--- src/rtl/pc_seq_pkg.sv ---
// Shared types and default sizes for the program-counter sequencer.
package pc_seq_pkg;

  localparam int CNT_W_DEF       = 10;
  localparam int STACK_DEPTH_DEF = 4;

  typedef enum logic [2:0] {
    OP_NOP    = 3'd0,
    OP_INC    = 3'd1,
    OP_DEC    = 3'd2,
    OP_JUMP   = 3'd3,
    OP_CALL   = 3'd4,
    OP_RET    = 3'd5,
    OP_STEP_N = 3'd6,
    OP_CLR    = 3'd7
  } op_t;

  typedef enum logic {
    IDLE = 1'b0,
    EXEC = 1'b1
  } state_t;

endpackage

--- src/rtl/pc_sequencer_if.sv ---
// Command handshake, counter strobes and status of the sequencer, as one bundle.
interface pc_sequencer_if
  import pc_seq_pkg::*;
#(
  parameter int CNT_W   = CNT_W_DEF,
  parameter int DEPTH_W = $clog2(STACK_DEPTH_DEF + 1)
);

  logic               cmd_valid;
  logic               cmd_ready;
  op_t                cmd_op;
  logic [CNT_W-1:0]   cmd_arg;
  logic [CNT_W-1:0]   ctr_cnt;
  logic               ctr_en;
  logic               ctr_load;
  logic               ctr_updn;
  logic [CNT_W-1:0]   ctr_data;
  logic               busy;
  logic               done;
  logic               err;
  logic [DEPTH_W-1:0] depth;

  modport slave (
    input  cmd_valid, cmd_op, cmd_arg, ctr_cnt,
    output cmd_ready, ctr_en, ctr_load, ctr_updn, ctr_data, busy, done, err, depth
  );

  modport master (
    output cmd_valid, cmd_op, cmd_arg, ctr_cnt,
    input  cmd_ready, ctr_en, ctr_load, ctr_updn, ctr_data, busy, done, err, depth
  );

endinterface

--- src/rtl/pc_sequencer_stack.sv ---
// Return-address LIFO; the caller never pushes and pops in the same cycle.
module pc_stack #(
  parameter  int W     = 10,
  parameter  int DEPTH = 4,
  localparam int DW    = $clog2(DEPTH + 1),
  localparam int AW    = $clog2(DEPTH)
) (
  input  logic          clk,
  input  logic          rst,
  input  logic          push,
  input  logic          pop,
  input  logic          clr,
  input  logic [W-1:0]  data_in,
  output logic [W-1:0]  data_out,
  output logic          full,
  output logic          empty,
  output logic [DW-1:0] depth
);

  logic [W-1:0]  mem [DEPTH];
  logic [DW-1:0] cnt;

  assign full     = (cnt == DW'(DEPTH));
  assign empty    = (cnt == '0);
  assign depth    = cnt;
  assign data_out = empty ? '0 : mem[AW'(cnt - DW'(1))];

  // NOTE: sequential state uses non-blocking assignments so every flop samples pre-edge values.
  always_ff @(posedge clk or posedge rst) begin
    if (rst)                  cnt <= '0;
    else if (clr)             cnt <= '0;
    else if (push && !full)   cnt <= cnt + DW'(1);
    else if (pop && !empty)   cnt <= cnt - DW'(1);
  end

  // NOTE: storage is not reset; entries above the fill level are never read.
  always_ff @(posedge clk) begin
    if (push && !full && !clr) mem[cnt[AW-1:0]] <= data_in;
  end

endmodule

--- src/rtl/pc_sequencer.sv ---
// Turns handshaked commands into registered program-counter strobes, with call/return LIFO.
module pc_sequencer
  import pc_seq_pkg::*;
#(
  parameter int CNT_W       = CNT_W_DEF,
  parameter int STACK_DEPTH = STACK_DEPTH_DEF
) (
  input  logic           clk50m,
  input  logic           rst,
  pc_sequencer_if.slave  bus
);

  localparam int DEPTH_W = $clog2(STACK_DEPTH + 1);

  state_t             state, state_n;
  logic [CNT_W-1:0]   step_cnt, step_n;
  logic               en_q, en_n, load_q, load_n, updn_q, updn_n;
  logic [CNT_W-1:0]   data_q, data_n;
  logic               done_q, done_n, err_q, err_n;
  logic               push_q, push_n, pop_q, pop_n, clr_q, clr_n;
  logic [CNT_W-1:0]   ret_q, ret_n;

  logic               stk_full, stk_empty;
  logic [CNT_W-1:0]   stk_top;
  logic [DEPTH_W-1:0] stk_depth;

  // Stack actions are armed at acceptance and fire at the edge ending the single EXEC cycle.
  pc_stack #(.W(CNT_W), .DEPTH(STACK_DEPTH)) u_stack (
    .clk      (clk50m),
    .rst      (rst),
    .push     (state == EXEC && push_q),
    .pop      (state == EXEC && pop_q),
    .clr      (state == EXEC && clr_q),
    .data_in  (ret_q),
    .data_out (stk_top),
    .full     (stk_full),
    .empty    (stk_empty),
    .depth    (stk_depth)
  );

  always_ff @(posedge clk50m or posedge rst) begin
    if (rst) begin
      state    <= IDLE;
      step_cnt <= '0;
      en_q     <= 1'b0;
      load_q   <= 1'b0;
      updn_q   <= 1'b0;
      data_q   <= '0;
      done_q   <= 1'b0;
      err_q    <= 1'b0;
      push_q   <= 1'b0;
      pop_q    <= 1'b0;
      clr_q    <= 1'b0;
      ret_q    <= '0;
    end else begin
      state    <= state_n;
      step_cnt <= step_n;
      en_q     <= en_n;
      load_q   <= load_n;
      updn_q   <= updn_n;
      data_q   <= data_n;
      done_q   <= done_n;
      err_q    <= err_n;
      push_q   <= push_n;
      pop_q    <= pop_n;
      clr_q    <= clr_n;
      ret_q    <= ret_n;
    end
  end

  // NOTE: every output of this block gets a default first, so no path can infer a latch.
  always_comb begin
    state_n = state;
    step_n  = step_cnt;
    en_n    = 1'b0;
    load_n  = 1'b0;
    updn_n  = 1'b0;
    data_n  = '0;
    done_n  = 1'b0;
    err_n   = 1'b0;
    push_n  = push_q;
    pop_n   = pop_q;
    clr_n   = clr_q;
    ret_n   = ret_q;

    unique case (state)
      IDLE: begin
        if (bus.cmd_valid) begin
          state_n = EXEC;
          step_n  = '0;
          done_n  = 1'b1;
          push_n  = 1'b0;
          pop_n   = 1'b0;
          clr_n   = 1'b0;
          unique case (bus.cmd_op)
            OP_NOP: ;
            OP_INC: en_n = 1'b1;
            OP_DEC: begin
              en_n   = 1'b1;
              updn_n = 1'b1;
            end
            OP_JUMP: begin
              load_n = 1'b1;
              data_n = bus.cmd_arg;
            end
            OP_CALL: begin
              if (stk_full) err_n = 1'b1;
              else begin
                load_n = 1'b1;
                data_n = bus.cmd_arg;
                push_n = 1'b1;
                ret_n  = bus.ctr_cnt + CNT_W'(1);
              end
            end
            OP_RET: begin
              if (stk_empty) err_n = 1'b1;
              else begin
                load_n = 1'b1;
                data_n = stk_top;
                pop_n  = 1'b1;
              end
            end
            OP_STEP_N: begin
              if (bus.cmd_arg != '0) begin
                en_n   = 1'b1;
                step_n = bus.cmd_arg - CNT_W'(1);
                done_n = (bus.cmd_arg == CNT_W'(1));
              end
            end
            OP_CLR: begin
              load_n = 1'b1;
              clr_n  = 1'b1;
            end
          endcase
        end
      end
      EXEC: begin
        // step_cnt holds the enable cycles still owed after the current one.
        if (step_cnt != '0) begin
          en_n   = 1'b1;
          step_n = step_cnt - CNT_W'(1);
          done_n = (step_cnt == CNT_W'(1));
        end else begin
          state_n = IDLE;
        end
      end
    endcase
  end

  assign bus.cmd_ready = (state == IDLE);
  assign bus.busy      = (state == EXEC);
  assign bus.ctr_en    = en_q;
  assign bus.ctr_load  = load_q;
  assign bus.ctr_updn  = updn_q;
  assign bus.ctr_data  = data_q;
  assign bus.done      = done_q;
  assign bus.err       = err_q;
  assign bus.depth     = stk_depth;

endmodule

--- src/flat_wrapper.sv ---
// flat-port wrapper written by rule: the top's interface ports become plain ports
module pc_sequencer_flat import pc_seq_pkg::*;
#(
  parameter int CNT_W       = CNT_W_DEF,
  parameter int STACK_DEPTH = STACK_DEPTH_DEF
)
  (clk50m, rst, bus_cmd_valid, bus_cmd_op, bus_cmd_arg, bus_ctr_cnt, bus_cmd_ready, bus_ctr_en, bus_ctr_load, bus_ctr_updn, bus_ctr_data, bus_busy, bus_done, bus_err, bus_depth);
  pc_sequencer_if #(.CNT_W(CNT_W), .DEPTH_W(($clog2(STACK_DEPTH + 1)))) bus_i ();
  input  logic clk50m;
  input  logic rst;
  input wire logic [$bits(bus_i.cmd_valid)-1:0] bus_cmd_valid;
  input wire logic [$bits(bus_i.cmd_op)-1:0] bus_cmd_op;
  input wire logic [$bits(bus_i.cmd_arg)-1:0] bus_cmd_arg;
  input wire logic [$bits(bus_i.ctr_cnt)-1:0] bus_ctr_cnt;
  output wire logic [$bits(bus_i.cmd_ready)-1:0] bus_cmd_ready;
  output wire logic [$bits(bus_i.ctr_en)-1:0] bus_ctr_en;
  output wire logic [$bits(bus_i.ctr_load)-1:0] bus_ctr_load;
  output wire logic [$bits(bus_i.ctr_updn)-1:0] bus_ctr_updn;
  output wire logic [$bits(bus_i.ctr_data)-1:0] bus_ctr_data;
  output wire logic [$bits(bus_i.busy)-1:0] bus_busy;
  output wire logic [$bits(bus_i.done)-1:0] bus_done;
  output wire logic [$bits(bus_i.err)-1:0] bus_err;
  output wire logic [$bits(bus_i.depth)-1:0] bus_depth;
  assign bus_i.cmd_valid = bus_cmd_valid;
  assign bus_i.cmd_op = bus_cmd_op;
  assign bus_i.cmd_arg = bus_cmd_arg;
  assign bus_i.ctr_cnt = bus_ctr_cnt;
  assign bus_cmd_ready = bus_i.cmd_ready;
  assign bus_ctr_en = bus_i.ctr_en;
  assign bus_ctr_load = bus_i.ctr_load;
  assign bus_ctr_updn = bus_i.ctr_updn;
  assign bus_ctr_data = bus_i.ctr_data;
  assign bus_busy = bus_i.busy;
  assign bus_done = bus_i.done;
  assign bus_err = bus_i.err;
  assign bus_depth = bus_i.depth;
  pc_sequencer #(.CNT_W(CNT_W), .STACK_DEPTH(STACK_DEPTH)) u_core (.clk50m(clk50m), .rst(rst), .bus(bus_i));
endmodule
--- config.mk ---
export PLATFORM = sky130hd
export DESIGN_NAME = pc_sequencer_flat
export DESIGN_NICKNAME = d
export VERILOG_FILES = /design/src/rtl/pc_seq_pkg.sv /design/src/rtl/pc_sequencer_if.sv /design/src/rtl/pc_sequencer_stack.sv /design/src/rtl/pc_sequencer.sv /design/src/flat_wrapper.sv
export SDC_FILE = /design/constraint.sdc
export NUM_CORES = 1
export LEC_CHECK = 0
export BUFFER_PORTS_ARGS = -buffer_cell sky130_fd_sc_hd__buf_2
export CAP_MARGIN = 10
export CORE_MARGIN = 2
export CORE_UTILIZATION = 59
export CTS_BUF_LIST = sky130_fd_sc_hd__clkbuf_16
export CTS_CLUSTER_SIZE = 20
export DETAILED_ROUTE_END_ITERATION = 12
export PLACE_DENSITY = 0.87
export REMOVE_ABC_BUFFERS = 1
export SKIP_LAST_GASP = 1
export SLEW_MARGIN = 40
export SYNTH_ARGS = -nofsm -noshare
export SYNTH_HDL_FRONTEND = slang
export SYNTH_HIERARCHICAL = 1
export SYNTH_SLANG_ARGS = --single-unit
export TNS_END_PERCENT = 100
--- constraint.sdc ---
create_clock -name clk50m -period 2.9 [get_ports clk50m]
set_input_delay 0.145 -clock clk50m [delete_from_list [all_inputs] [get_ports clk50m]]
set_output_delay 0.145 -clock clk50m [all_outputs]
set_load 0.01 [all_outputs]
==> impl_metrics.env <==
export IMPL_power_leakage_nw=2.04
export IMPL_first_pass_iters=6
export IMPL_muxShareOfSynthArea=0.0662
export IMPL_post_synth_instance_area_um2=4220
export IMPL_register_area_um2=2250
export IMPL_die_w_um=88.5
export IMPL_ys_warn_count=6
export IMPL_placed_area_um2=4520
export IMPL_cts_sinks=82
export IMPL_timing_fmax_ghz=0.422
export IMPL_ys_ff_latch=82
export IMPL_holdPathStages=2
export IMPL_vdd_drop_max_mv=0.392
export IMPL_synth_xor_area_frac=0.0208
export IMPL_wl_per_cell_um=17.8
export IMPL_core_area_um2=6870
export IMPL_vias=2996
export IMPL_tritoncts="done"
export IMPL_async_reset_ff_frac=0.512
export IMPL_grt_util_all_layers=0.245
export IMPL_synth_top_family_by_area="simple AND/OR/NAND/NOR gates"
export IMPL_worst_setup_path_type="flop to flop"
export IMPL_finalSetupViolCount=0
export IMPL_synth_flop_cell="dfrtp_1"
export IMPL_r2r_cells=8
export IMPL_overflow=0
export IMPL_cp_start_kind="flop"
export IMPL_cp_end_kind="flop"
export IMPL_finClkSkew_ns=0.00998
export IMPL_clockBufferDepth=2
export IMPL_synth_area_per_cell_um2=11.9
export IMPL_fin_area_um2=4880
export IMPL_final_cell_mix="buf_2 (45), nor2_1 (43), dfrtp_1 (42)"
export IMPL_max_slew_margin_rel=0.519
export IMPL_min_period_ns=2.37
export IMPL_cp_max_fo=19
export IMPL_drt_iter0_drc=289
export IMPL_final_util=0.711
export IMPL_clk_latency_ns=0.33
export IMPL_min_period_over_period=0.818
export IMPL_nets=439
export IMPL_required_ns=3.15
export IMPL_synth_compound_area_share=0.125
export IMPL_gp_congestion=0.968
export IMPL_holdCritPathClass="input port to flop"
export IMPL_synth_seq_area_share=0.534
export IMPL_ctsRootBufferMaster="clkbuf_16"
export IMPL_via_per_inst=5.96
export IMPL_powerDensity_nw_per_um2=836
export IMPL_cp_slowest_cell="or4b_1"
export IMPL_arrival_ns=2.62
export IMPL_yosysUniqueCellTypes=67
export IMPL_final_hold_violation_count=0
export IMPL_drv_slew=0
export IMPL_synth_adder_area_share=0.0326
export IMPL_die_area_um2=7840
export IMPL_grt_antenna_before_repair=0
export IMPL_clk_pin_slew_ns=0.06
export IMPL_synthSimpleGateAreaFrac=0.189
export IMPL_drc=0
export IMPL_p_total_mw=4.08
export IMPL_post_place_ws_ns=0.591
export IMPL_std_cell_rows=30
export IMPL_setup_tns_ns=0
export IMPL_cp_slowest_stage_delay_ns=0.60
export IMPL_n_fill_cell=474
export IMPL_ant_nets=0
export IMPL_cts_htree_levels=3
export IMPL_area_growth_pct=15.8
export IMPL_cts_buffers=9
export IMPL_multi_input_area_um2=1840
export IMPL_ioPinCount=46
export IMPL_grt_max_degree=40
export IMPL_final_common_cell="buf_2"
export IMPL_die_y_um=88.5
export IMPL_layout_drive_gt1_share=0.246
export IMPL_io_buffers=45
export IMPL_cp_common_cell="nor2_1"
export IMPL_grt_pass1_vias=2853
export IMPL_postCtsSetupBuffers=0
export IMPL_rsz0062_at_grt="false"
export IMPL_worstPathCellList="inv_1 -> ha_1 -> and2_1 -> or4b_1 -> nor2_1 -> buf_4 -> nor2_1 -> a21oi_1"
export IMPL_start_util=0.614
export IMPL_hpwl_mm=6.38
export IMPL_synth_edf_count=40
export IMPL_status="completed"
export IMPL_synth_cells=355
export IMPL_wl_mm=8.94
export IMPL_fin_ws_ns=0.528
export IMPL_maxCapViolCount=0
export IMPL_worstMarginPinSlew_ns=0.717
export IMPL_n_antenna_cell=0
export IMPL_grt_first_pass_wirelength_mm=14.3
## cells by family (layout without fill, tap and decap cells)
kind of cell               count (synthesis)  count (layout)
AOI/OAI and AO/OA                         75              75
xor gates and xnor gates                  10              10
adders and majority gates                 11              11
buffers and inverters                     29              81
DFF                                       82              82
muxes                                     14              14
and+or+nand+nor                          134             134
## final cells by class
cell class,count,share of cell area
flip-flops and latches,82,0.461
multi-input cells,244,0.376
repair buffers,51,0.0559
clock buffers,9,0.0461
clock inverters,7,0.0254
well taps,96,0.0246
inverters,14,0.0108
## layer usage
metal	vias to the layer above	part of all wire	global-route usage
met2	110	0.51	0.416
met3	15	0.056	0.0606
met4	0	0.018	0.0675
li1	1417	-	-
met5	-	0	0
met1	1454	0.41	0.318
## registers in the layout (all words and copies together), names as in the netlist
name / count
u_core/u_stack/mem: 40
u_core/bus.ctr_data: 10
u_core/ret_q: 10
u_core/step_cnt: 10
u_core/u_stack/depth: 3
u_core/bus.busy: 1
u_core/bus.ctr_en: 1
u_core/bus.ctr_load: 1
u_core/bus.ctr_updn: 1
u_core/bus.done: 1
u_core/bus.err: 1
u_core/clr_q: 1
u_core/pop_q: 1
u_core/push_q: 1
## Yosys cell counts, types with 2 or more instances
master     n  area share
a211oi_1   2      0.0036
a21o_1     3      0.0053
a21oi_1   24       0.028
a22o_1     3      0.0062
a22oi_1   10       0.018
a31o_2     2      0.0042
a31oi_1    2      0.0030
and2_1     8       0.012
and3b_1    2      0.0042
buf_2      5      0.0059
buf_4      2      0.0036
buf_6      2      0.0053
clkbuf_1   6      0.0053
dfrtp_1   42        0.25
edfxtp_1  40        0.28
ha_1      11       0.033
inv_1     14       0.012
mux2_2     2      0.0053
mux2i_1    2      0.0047
mux4_1     3       0.019
mux4_2     7       0.037
nand2_1   15       0.013
nand3_1   11       0.013
nand4_1    5      0.0074
nor2_1    43       0.038
nor2b_1   10       0.015
nor2b_4    7       0.023
nor3_1     5      0.0059
nor3b_1    4      0.0071
nor4_1     4      0.0059
nor4b_1    2      0.0042
o211ai_1   4      0.0071
o21ai_0    7      0.0083
o21ai_1    2      0.0024
o311ai_0   2      0.0042
or3_1      3      0.0045
xnor2_1    8       0.017
xor2_1     2      0.0042
## through the flow
stage | instances | hold WS [ns]
after floorplan | 340 | -0.101
after global placement | 486 | 0.0217
after detailed placement | 486 | 0.0347
after CTS | 503 | 0.00353
after global routing | 503 | 0.0200
final | 503 | 0.0139
## timing repair
| action | CTS | global route |
|---|---|---|
| resized for setup | 0 | 0 |
| hold buffers | 1 | 0 |
| hold endpoints to repair | 42 | 0 |
## worst max-delay path, delay by kind of cell (launching register included)
kind / cells / cell delay, ns
flip-flops: 1 / 0.43
buffers and inverters: 2 / 0.37
AO/OA/AOI/OAI: 1 / 0.13
AND/OR/NAND/NOR: 4 / 1.06
adder cells (fa/ha/maj): 1 / 0.29
## power breakdown
part / switching (mW) / total, mW / internal [mW]
Sequential: 0.168 / 1.56 / 1.40
Combinational: 0.629 / 1.22 / 0.589
Clock: 0.451 / 1.30 / 0.848
## final timing paths
check	startpoint	to	slack [ns]
max	u_core/u_stack/depth[1]	u_core/ret_q[8]	0.53
min	bus_ctr_cnt[0]	u_core/ret_q[0]	0.01
max reg2reg	u_core/u_stack/depth[1]	u_core/ret_q[8]	0.53
min reg2reg	u_core/push_q	u_core/push_q	0.47
max in group asynchronous	rst	u_core/ret_q[7]	2.02
min in group asynchronous	rst	u_core/u_stack/depth[0]	0.23
(Power assumes the default switching activity.)
